<file path="config.mk">
export PLATFORM = sky130hd
export DESIGN_NAME = sha256_msg_loader_flat
export DESIGN_NICKNAME = d
export VERILOG_FILES = /design/src/rtl/sha256_pkg.sv /design/src/rtl/sha256_msg_loader_if.sv /design/src/rtl/sha256_rd_pipe.sv /design/src/rtl/sha256_msg_loader.sv /design/src/flat_wrapper.sv
export SDC_FILE = /design/constraint.sdc
export NUM_CORES = 1
export LEC_CHECK = 0
export ABC_AREA = 1
export BUFFER_PORTS_ARGS = -buffer_cell sky130_fd_sc_hd__buf_2
export CAP_MARGIN = 20
export CELL_PAD_IN_SITES_DETAIL_PLACEMENT = 1
export CELL_PAD_IN_SITES_GLOBAL_PLACEMENT = 1
export CORE_ASPECT_RATIO = 2
export CORE_MARGIN = 2
export CORE_UTILIZATION = 37
export DETAILED_ROUTE_END_ITERATION = 16
export PLACE_DENSITY_LB_ADDON = 0.1
export RECOVER_POWER = 50
export SYNTH_ARGS = -nofsm -noshare
export SYNTH_HDL_FRONTEND = slang
export SYNTH_SLANG_ARGS = --single-unit
</file>
<file path="constraint.sdc">
create_clock -name clk -period 2.35 [get_ports clk]
set_input_delay 0.47 -clock clk [delete_from_list [all_inputs] [get_ports clk]]
set_output_delay 0.47 -clock clk [all_outputs]
set_load 0.005 [all_outputs]
</file>
<file path="src/rtl/sha256_pkg.sv">
`default_nettype none
// ============================================================================
// sha256_pkg: shared types/constants for the SHA-256 message loader | Rev 1.0
// ============================================================================
package sha256_pkg;

  localparam int BLOCK_WORDS = 16;
  localparam int MAX_MEM_LAT = 4;
  localparam int CNT_W       = $clog2(BLOCK_WORDS + 1);

  typedef logic [31:0] word_t;
  typedef word_t [BLOCK_WORDS-1:0] block_t;

  typedef enum logic [1:0] {
    S_IDLE  = 2'd0,
    S_FETCH = 2'd1,
    S_DRAIN = 2'd2,
    S_HOLD  = 2'd3
  } ldr_state_t;

endpackage
`default_nettype wire

</file>
<file path="src/rtl/sha256_msg_loader_if.sv">
`default_nettype none
// ============================================================================
// sha256_msg_loader_if: memory read bus + block valid/ready bundle | Rev 1.0
// ============================================================================
interface sha256_msg_loader_if;
  import sha256_pkg::*;

  logic        mem_rd_en;
  logic [15:0] mem_addr;
  word_t       mem_read_data;
  block_t      block_data;
  logic        block_valid;
  logic        block_ready;

  modport master (
    output mem_rd_en, mem_addr, block_data, block_valid,
    input  mem_read_data, block_ready
  );

  modport slave (
    input  mem_rd_en, mem_addr, block_data, block_valid,
    output mem_read_data, block_ready
  );
endinterface
`default_nettype wire

</file>
<file path="src/rtl/sha256_rd_pipe.sv">
`default_nettype none
// ============================================================================
// sha256_rd_pipe: MEM_LAT-deep shift of read strobes, sync clear | Rev 1.0
// ============================================================================
module sha256_rd_pipe #(
  parameter int MEM_LAT = 1
) (
  input  wire logic clk,
  input  wire logic reset,
  input  wire logic i_vld,
  output logic      o_vld
);

  logic [MEM_LAT-1:0] r_pipe;

  generate
    if (MEM_LAT == 1) begin : g_lat_one
      always_ff @(posedge clk) begin
        if (reset) r_pipe <= '0;
        else       r_pipe <= i_vld;
      end
    end else begin : g_lat_multi
      always_ff @(posedge clk) begin
        if (reset) r_pipe <= '0;
        else       r_pipe <= {r_pipe[MEM_LAT-2:0], i_vld};
      end
    end
  endgenerate

  assign o_vld = r_pipe[MEM_LAT-1];

endmodule
`default_nettype wire

</file>
<file path="src/rtl/sha256_msg_loader.sv">
`default_nettype none
// ============================================================================
// sha256_msg_loader: fetches message words into a 16-word block for the core | Rev 1.0
// ============================================================================
module sha256_msg_loader
  import sha256_pkg::*;
#(
  parameter int NUM_OF_WORDS = 16,
  parameter int MEM_LAT      = 1
) (
  input  wire logic          clk,
  input  wire logic          reset,
  input  wire logic          i_start,
  input  wire logic [15:0]   i_message_addr,
  sha256_msg_loader_if.master bus,
  output logic               o_busy,
  output logic               o_done
);

  localparam logic [CNT_W-1:0] c_last_idx = CNT_W'(NUM_OF_WORDS - 1);

  ldr_state_t       r_state;
  ldr_state_t       w_state_nxt;
  logic [15:0]      r_base;
  logic [CNT_W-1:0] r_issue_cnt;
  logic [CNT_W-1:0] r_cap_cnt;
  block_t           r_block;
  logic             r_done;
  logic             w_pipe_vld;
  logic             w_cap_fire;

  sha256_rd_pipe #(.MEM_LAT(MEM_LAT)) u_rd_pipe (
    .clk   (clk),
    .reset (reset),
    .i_vld (bus.mem_rd_en),
    .o_vld (w_pipe_vld)
  );

  always_ff @(posedge clk) begin
    if (reset) r_state <= S_IDLE;
    else       r_state <= w_state_nxt;
  end

  always_comb begin
    w_state_nxt = r_state;
    w_cap_fire  = w_pipe_vld && (r_state == S_FETCH || r_state == S_DRAIN);
    case (r_state)
      S_IDLE:  if (i_start) w_state_nxt = S_FETCH;
      S_FETCH: if (r_issue_cnt == c_last_idx) w_state_nxt = S_DRAIN;
      // leave DRAIN on the edge that captures the final word
      S_DRAIN: if (w_cap_fire && r_cap_cnt == c_last_idx) w_state_nxt = S_HOLD;
      S_HOLD:  if (bus.block_ready) w_state_nxt = S_IDLE;
      default: w_state_nxt = S_IDLE;
    endcase
  end

  always_ff @(posedge clk) begin
    if (reset) begin
      r_base      <= '0;
      r_issue_cnt <= '0;
      r_cap_cnt   <= '0;
      r_block     <= '0;
      r_done      <= 1'b0;
    end else begin
      r_done <= (r_state == S_HOLD) && bus.block_ready;
      if (r_state == S_IDLE && i_start) begin
        r_base      <= i_message_addr;
        r_issue_cnt <= '0;
        r_cap_cnt   <= '0;
        r_block     <= '0;
      end
      // issue count parks on the last index so mem_addr holds afterwards
      if (r_state == S_FETCH && r_issue_cnt != c_last_idx)
        r_issue_cnt <= r_issue_cnt + 1'b1;
      if (w_cap_fire) begin
        r_block[r_cap_cnt[3:0]] <= bus.mem_read_data;
        r_cap_cnt               <= r_cap_cnt + 1'b1;
      end
    end
  end

  assign bus.mem_rd_en   = (r_state == S_FETCH);
  assign bus.mem_addr    = r_base + 16'(r_issue_cnt);
  assign bus.block_data  = r_block;
  assign bus.block_valid = (r_state == S_HOLD);
  assign o_busy          = (r_state != S_IDLE);
  assign o_done          = r_done;

endmodule
`default_nettype wire

</file>
<file path="src/flat_wrapper.sv">
// flat-port wrapper written by rule: the top's interface ports become plain ports
module sha256_msg_loader_flat import sha256_pkg::*;
#(
  parameter int NUM_OF_WORDS = 16,
  parameter int MEM_LAT      = 1
)
  (clk, reset, i_start, i_message_addr, o_busy, o_done, bus_mem_rd_en, bus_mem_addr, bus_block_data, bus_block_valid, bus_mem_read_data, bus_block_ready);
  sha256_msg_loader_if bus_i ();
  input  wire logic clk;
  input  wire logic reset;
  input  wire logic i_start;
  input  wire logic [15:0] i_message_addr;
  output logic o_busy;
  output logic o_done;
  output wire logic [$bits(bus_i.mem_rd_en)-1:0] bus_mem_rd_en;
  output wire logic [$bits(bus_i.mem_addr)-1:0] bus_mem_addr;
  output wire logic [$bits(bus_i.block_data)-1:0] bus_block_data;
  output wire logic [$bits(bus_i.block_valid)-1:0] bus_block_valid;
  input wire logic [$bits(bus_i.mem_read_data)-1:0] bus_mem_read_data;
  input wire logic [$bits(bus_i.block_ready)-1:0] bus_block_ready;
  assign bus_mem_rd_en = bus_i.mem_rd_en;
  assign bus_mem_addr = bus_i.mem_addr;
  assign bus_block_data = bus_i.block_data;
  assign bus_block_valid = bus_i.block_valid;
  assign bus_i.mem_read_data = bus_mem_read_data;
  assign bus_i.block_ready = bus_block_ready;
  sha256_msg_loader #(.NUM_OF_WORDS(NUM_OF_WORDS), .MEM_LAT(MEM_LAT)) u_core (.clk(clk), .reset(reset), .i_start(i_start), .i_message_addr(i_message_addr), .bus(bus_i), .o_busy(o_busy), .o_done(o_done));
endmodule
</file>
# ---- After elaboration in Yosys (flattened, before gate mapping)
# Cells that the tools add are included.
dict set report totals {
  reg_bits 542
  input_bits 52
  output_inout_bits 532
  word_cells 63
}
dict set report op_classes {
  addsub 3
  n_lt_le_gt_ge 2
  n_eq_ne 10
  n_mux 14
  reduce_logical 12
}
# op count
set ops {}
lappend ops {{2-to-1 mux 512 bit} 3}
lappend ops {{bitwise mux 512 bit} 1}
lappend ops {{demux 32 bit (select 4 bit)} 1}
lappend ops {{2-to-1 mux 32 bit} 1}
lappend ops {{adder 16 x 5 -> 16 bit} 1}
lappend ops {{2-to-1 mux 5 bit} 3}
lappend ops {{adder 5 x 1 -> 5 bit, second input constant} 2}
lappend ops {{equality test 5 x 4 -> 1 bit, second input constant} 2}
lappend ops {{2-to-1 mux 2 bit} 4}
lappend ops {{one-hot mux 2 bit (4 select lines)} 1}
lappend ops {{logical AND 1 bit} 6}
lappend ops {{nonzero test 2 bit} 3}
lappend ops {{< comparator 4 x 5 -> 1 bit, second input constant} 1}
lappend ops {{!= test 5 x 4 -> 1 bit, second input constant} 1}
lappend ops {{equality test 2 bit, second input constant} 2}
lappend ops {{>= comparator 4 x 1 -> 1 bit, second input constant} 1}
lappend ops {{!= test 2 x 1 -> 1 bit, second input constant} 2}
lappend ops {{!= test 2 bit, second input constant} 2}
lappend ops {{AND reduction 4 bit} 1}
lappend ops {{equality test 2 x 1 -> 1 bit, second input constant} 1}
lappend ops {{zero test 2 bit} 1}
lappend ops {{logical OR 1 bit} 1}

# ---- Depth between registers and ports, before layout
dict set report depth {
  depth_word 6
  ltp_mapped 10
  depth_no_buf 10
}

# ---- Hierarchy
# From an unflattened synthesis, not the netlist that was laid out.
dict set report hier_totals {
  hier_cells 2612
  area_unflattened_um2 20723.6
}
# module instances cells_each area_each_um2 seq_area_each_um2
set by_module_without_submodules {}
lappend by_module_without_submodules {sha256_msg_loader 1 2609 20693.6 10830.4}
lappend by_module_without_submodules {sha256_rd_pipe 1 3 30.0 20.0}

# ---- Worst setup path after synthesis
# OpenSTA, ideal clock, no wires.
dict set report synth_timing {
  path_kind {register to output}
  start {reg u_core.r_issue_cnt[0]}
  end {out bus_mem_addr[10]}
  t_arrival_ns 1.430
  required_ns 1.880
  path_slack_ns 0.450
  path_stages_with_launch 10
  n_path_buf 0
  cell_sequence {dfxtp_1 -> ha_1 -> fa_1 -> nand2_1 -> nand2_1 -> nand3b_1 -> nand2_1 -> nand2_1 -> nand2_1 -> nand2_1}
}
dict set report synth_between {
  elab_chain_len 1
}
# element line_no
set synth_rtl {}
lappend synth_rtl {{start: declaration} sha256_msg_loader.sv:25} ;# logic [CNT_W-1:0] r_issue_cnt;
lappend synth_rtl {{start signal: assignment} sha256_msg_loader.sv:74} ;# r_issue_cnt <= r_issue_cnt + 1'b1;
lappend synth_rtl {{adder 16 x 5 -> 16 bit} sha256_msg_loader.sv:83} ;# assign bus.mem_addr = r_base + 16'(r_issue_cnt);
lappend synth_rtl {{end: declaration} flat_wrapper.sv:16} ;# output wire logic [$bits(bus_i.mem_addr)-1:0] bus_mem_addr;
# Every way passes these cells.

# ---- Worst setup path after layout
dict set report layout_timing {
  start {reg u_core.r_issue_cnt[0]}
  end {out bus_mem_addr[6]}
}
# The elaborated chain is that of the path after synthesis.

==> results.cfg <==
[timing]
skew_ps = 21.30
worstMarginPinSlew_ps = 792.8
slew_violations = 0
final-setup-viol-count = 103
rsz0062_at_grt = yes
finalWorstSetupSlack_ps = -269.8
hold_viol = 0
period_share_pct = 111.5
max_slew_margin_pct = 47.09
final.min_clock_period_ps = 2620
clock.fmax_mhz = 381.7

[routing]
drt_wl_total_mm = 92.60
top_layer_used = met4
post_drt_wl_per_cell_um = 23.97
drtPass1Iterations = 7
vias = 20820
via_per_inst = 5.387
drcViolationCount = 0
dr_wl_met3_mm = 6.905
ant_nets = 0
wl_met2_mm = 45.12
wl_met1_mm = 36.12
drt_iter0_markers = 1252

[place]
port_buffers = 583
place.gp.congestion = 0.8594
dpl.hpwl_mm = 62.28
dpl_worst_slack_ps = -249.9

[layout]
fillCellCount = 7037
multiInputGateArea_mm2 = 0.008509
num-nets-final = 3152
num_antenna_cells = 0
area_growth_pct = 24.95
drive_gt1_share_pct = 14.13
register_area_mm2 = 0.01087

[pwr]
p_per_area_mw_per_mm2 = 835.2
internal_power_w = 0.01519
total_power_w = 0.02139
power_frac_comb_pct = 14.5
ir_worst_vdd_mv = 0.5606
power_switching_w = 0.006206
swShare_pct = 29.01
clockPowerShare_pct = 40.8
leakagePower_nw = 9.815
seqPwrFrac_pct = 44.7

[grt]
first_global_vias = 20800
overflow = 0
grt_start_max_net_pins = 93
grt_pass1_wl_mm = 133.4
grt_usage_pct = 30.93
antenna_found_initial = 1

[logic_synthesis]
synth_adder_area_share_pct = 1.135
ys_async_sr_fraction_pct = 0
syn_inst = 2616
yosys-top-cells-count = nor2_1, dfxtp_1, a21oi_1
synth.area.mux_share_pct = 0
ys.flop_type = dfxtp_1
yosys_warnings = 0
synthDistinctLibCells = 27
yosysSeqAreaShare_pct = 52.93
synth_area_mm2 = 0.02050
synth_edf_count = 0
synth_top_area_cell = dfxtp_1
yosysTopAreaCellShare_pct = 52.93
synth_most_common_cell = nor2_1
synth_top_family_by_area = compound AO/OA/AOI/OAI gates
yosys.area_share.xor_xnor_pct = 0.1709
synth_compound_area_share_pct = 25.99
yosys.area_share.simple_pct = 13.32
synth_area_leaders = dfxtp_1, a21oi_1, nor2_1
syn_avg_cell_area_um2 = 7.837
synth_nets = 2686
ys_ff_latch = 542

[clocking]
cts_inserted_buffers = 49
cts_tree = built
cts.path.max_buffers = 3
clockRootBuffer = clkbuf_16
clk_latency_ps = 610
path_clk_slew_ps = 70
ctsHtreeMaxLevel = 2
ctsHoldBuffers = 0
clock-sinks = 542

[floorplanning]
dieArea_mm2 = 0.05742
start_util_pct = 37.20
core_region_area_mm2 = 0.05511
die_x_um = 170.4
io_pins = 584
die_height_um = 336.9
placementRows = 122

[critical_path]
crit_start = u_core.r_issue_cnt[0]
r2r-end = u_core.bus.block_data[398]
worst-r2r-cell-count = 7
cp.arrival_ps = 2150
reg2reg_from = u_core.r_state[0]
end_kind = primary output
worstPathRequired_ps = 1880
critPathKind = flip-flop to primary output
rrSetupSlack_ps = -120
critPathMaxFanout = 5
critPathLaunchType = flip-flop

[worst_hold_path]
hold_path.startpoint = i_message_addr[9]
hold_depth = 3
min_to = u_core.r_base[9]
min_path_type = input port to flip-flop

[run_status]
violations = setup timing
status = complete, but fails checks

[flow_run]
drv_cap = 0
layout make-up:
class / instances / area share (%)
clock buffers: 69 / 5.637
clock inverters: 20 / 1.050
multi-input cells: 1767 / 33.22
well taps: 744 / 3.634
inverters: 61 / 0.9916
repair buffers: 661 / 13.04
flip-flops and latches: 542 / 42.43
how the worst max path moves through the flow:
| stage | to | slack (ps) | cells after the start |
|---|---|---|---|
| after global placement | u_core.bus.block_data[63] | -80 | 9 |
| after CTS | bus_mem_addr[10] | -280 | 10 |
| final | bus_mem_addr[6] | -270 | 8 |
| after global routing | bus_mem_addr[14] | -350 | 10 |
| after floorplan | bus_mem_addr[10] | 450 | 9 |
| after detailed placement | u_core.bus.block_data[34] | -250 | 9 |
routing by layer:
metal	GRT usage, %	up-vias
li1	-	9702
met3	7.853	182
met5	0	-
met1	35.22	10170
met4	14.95	0
met2	53.60	762
flip-flops by register name (all words and copies together) (netlist names):
register and flops:
u_core.bus.block_data 512, u_core.o_done 1, u_core.r_base 16, u_core.r_cap_cnt 5
u_core.r_issue_cnt 5, u_core.r_state 2, u_core.u_rd_pipe.o_vld 1
repair_timing:
action	CTS	global route
gates resized for setup	42	18
buffers inserted	12	4
cloned	1	1
endpoints found under the setup margin	47	80
endpoints found under the hold margin	0	0
pin swaps	17	2
cells in the final DEF (no fill, tap or decap), drive strengths merged:
| cell type | instances |
|---|---|
| nand3b | 4 |
| nor2 | 571 |
| o21ai | 532 |
| buf | 285 |
| nand2 | 74 |
| o22ai | 2 |
| clkinvlp | 3 |
| a21oi | 530 |
| clkbuf | 445 |
| clkinv | 9 |
| nand3 | 25 |
| xor2 | 4 |
| nand4 | 2 |
| nor3 | 5 |
| fa | 1 |
| dfxtp | 542 |
| inv | 63 |
| bufinv | 6 |
| ha | 17 |
power by group through the flow:
stage | sequential (W) | clock [W] | combinational [W]
global placement | 0.00973 | 0 | 0.00295
floorplan | 0.00970 | 0 | 0.00167
CTS | 0.00955 | 0.00887 | 0.00312
global route | 0.00958 | 0.00921 | 0.00335
finish | 0.00956 | 0.00874 | 0.00310
detailed placement | 0.00974 | 0 | 0.00301
metrics by stage:
step	instances	setup TNS (ps)	area [um^2]	util [%]	hold WS, ps
floorplan	2616	0	20500	-	444.0
global placement	3757	-1425	24050	43.64	460.6
detailed placement	3757	-6417	24050	43.64	473.4
CTS	3859	-1567	26040	47.25	109.7
global route	3864	-23640	25620	46.49	128.9
finish	3864	-5540	25620	46.49	120.3
cell families (layout without fill, tap and decap cells):
| logic type | after synthesis | count (layout) |
|---|---|---|
| buf+inv | 309 | 811 |
| flops | 542 | 542 |
| xor+xnor | 4 | 4 |
| compound gates | 1064 | 1064 |
| simple gates | 679 | 681 |
| fa+ha+maj | 18 | 18 |
worst max-delay path: stages (launching register included):
cell	delay, ps
dfxtp_4	360
ha_4	160
fa_2	360
nand2_2	90
nand2_1	60
nand3b_1	100
nand2_2	110
xor2_1	160
buf_2	140
No activity file was read; power rests on OpenSTA's default activity.
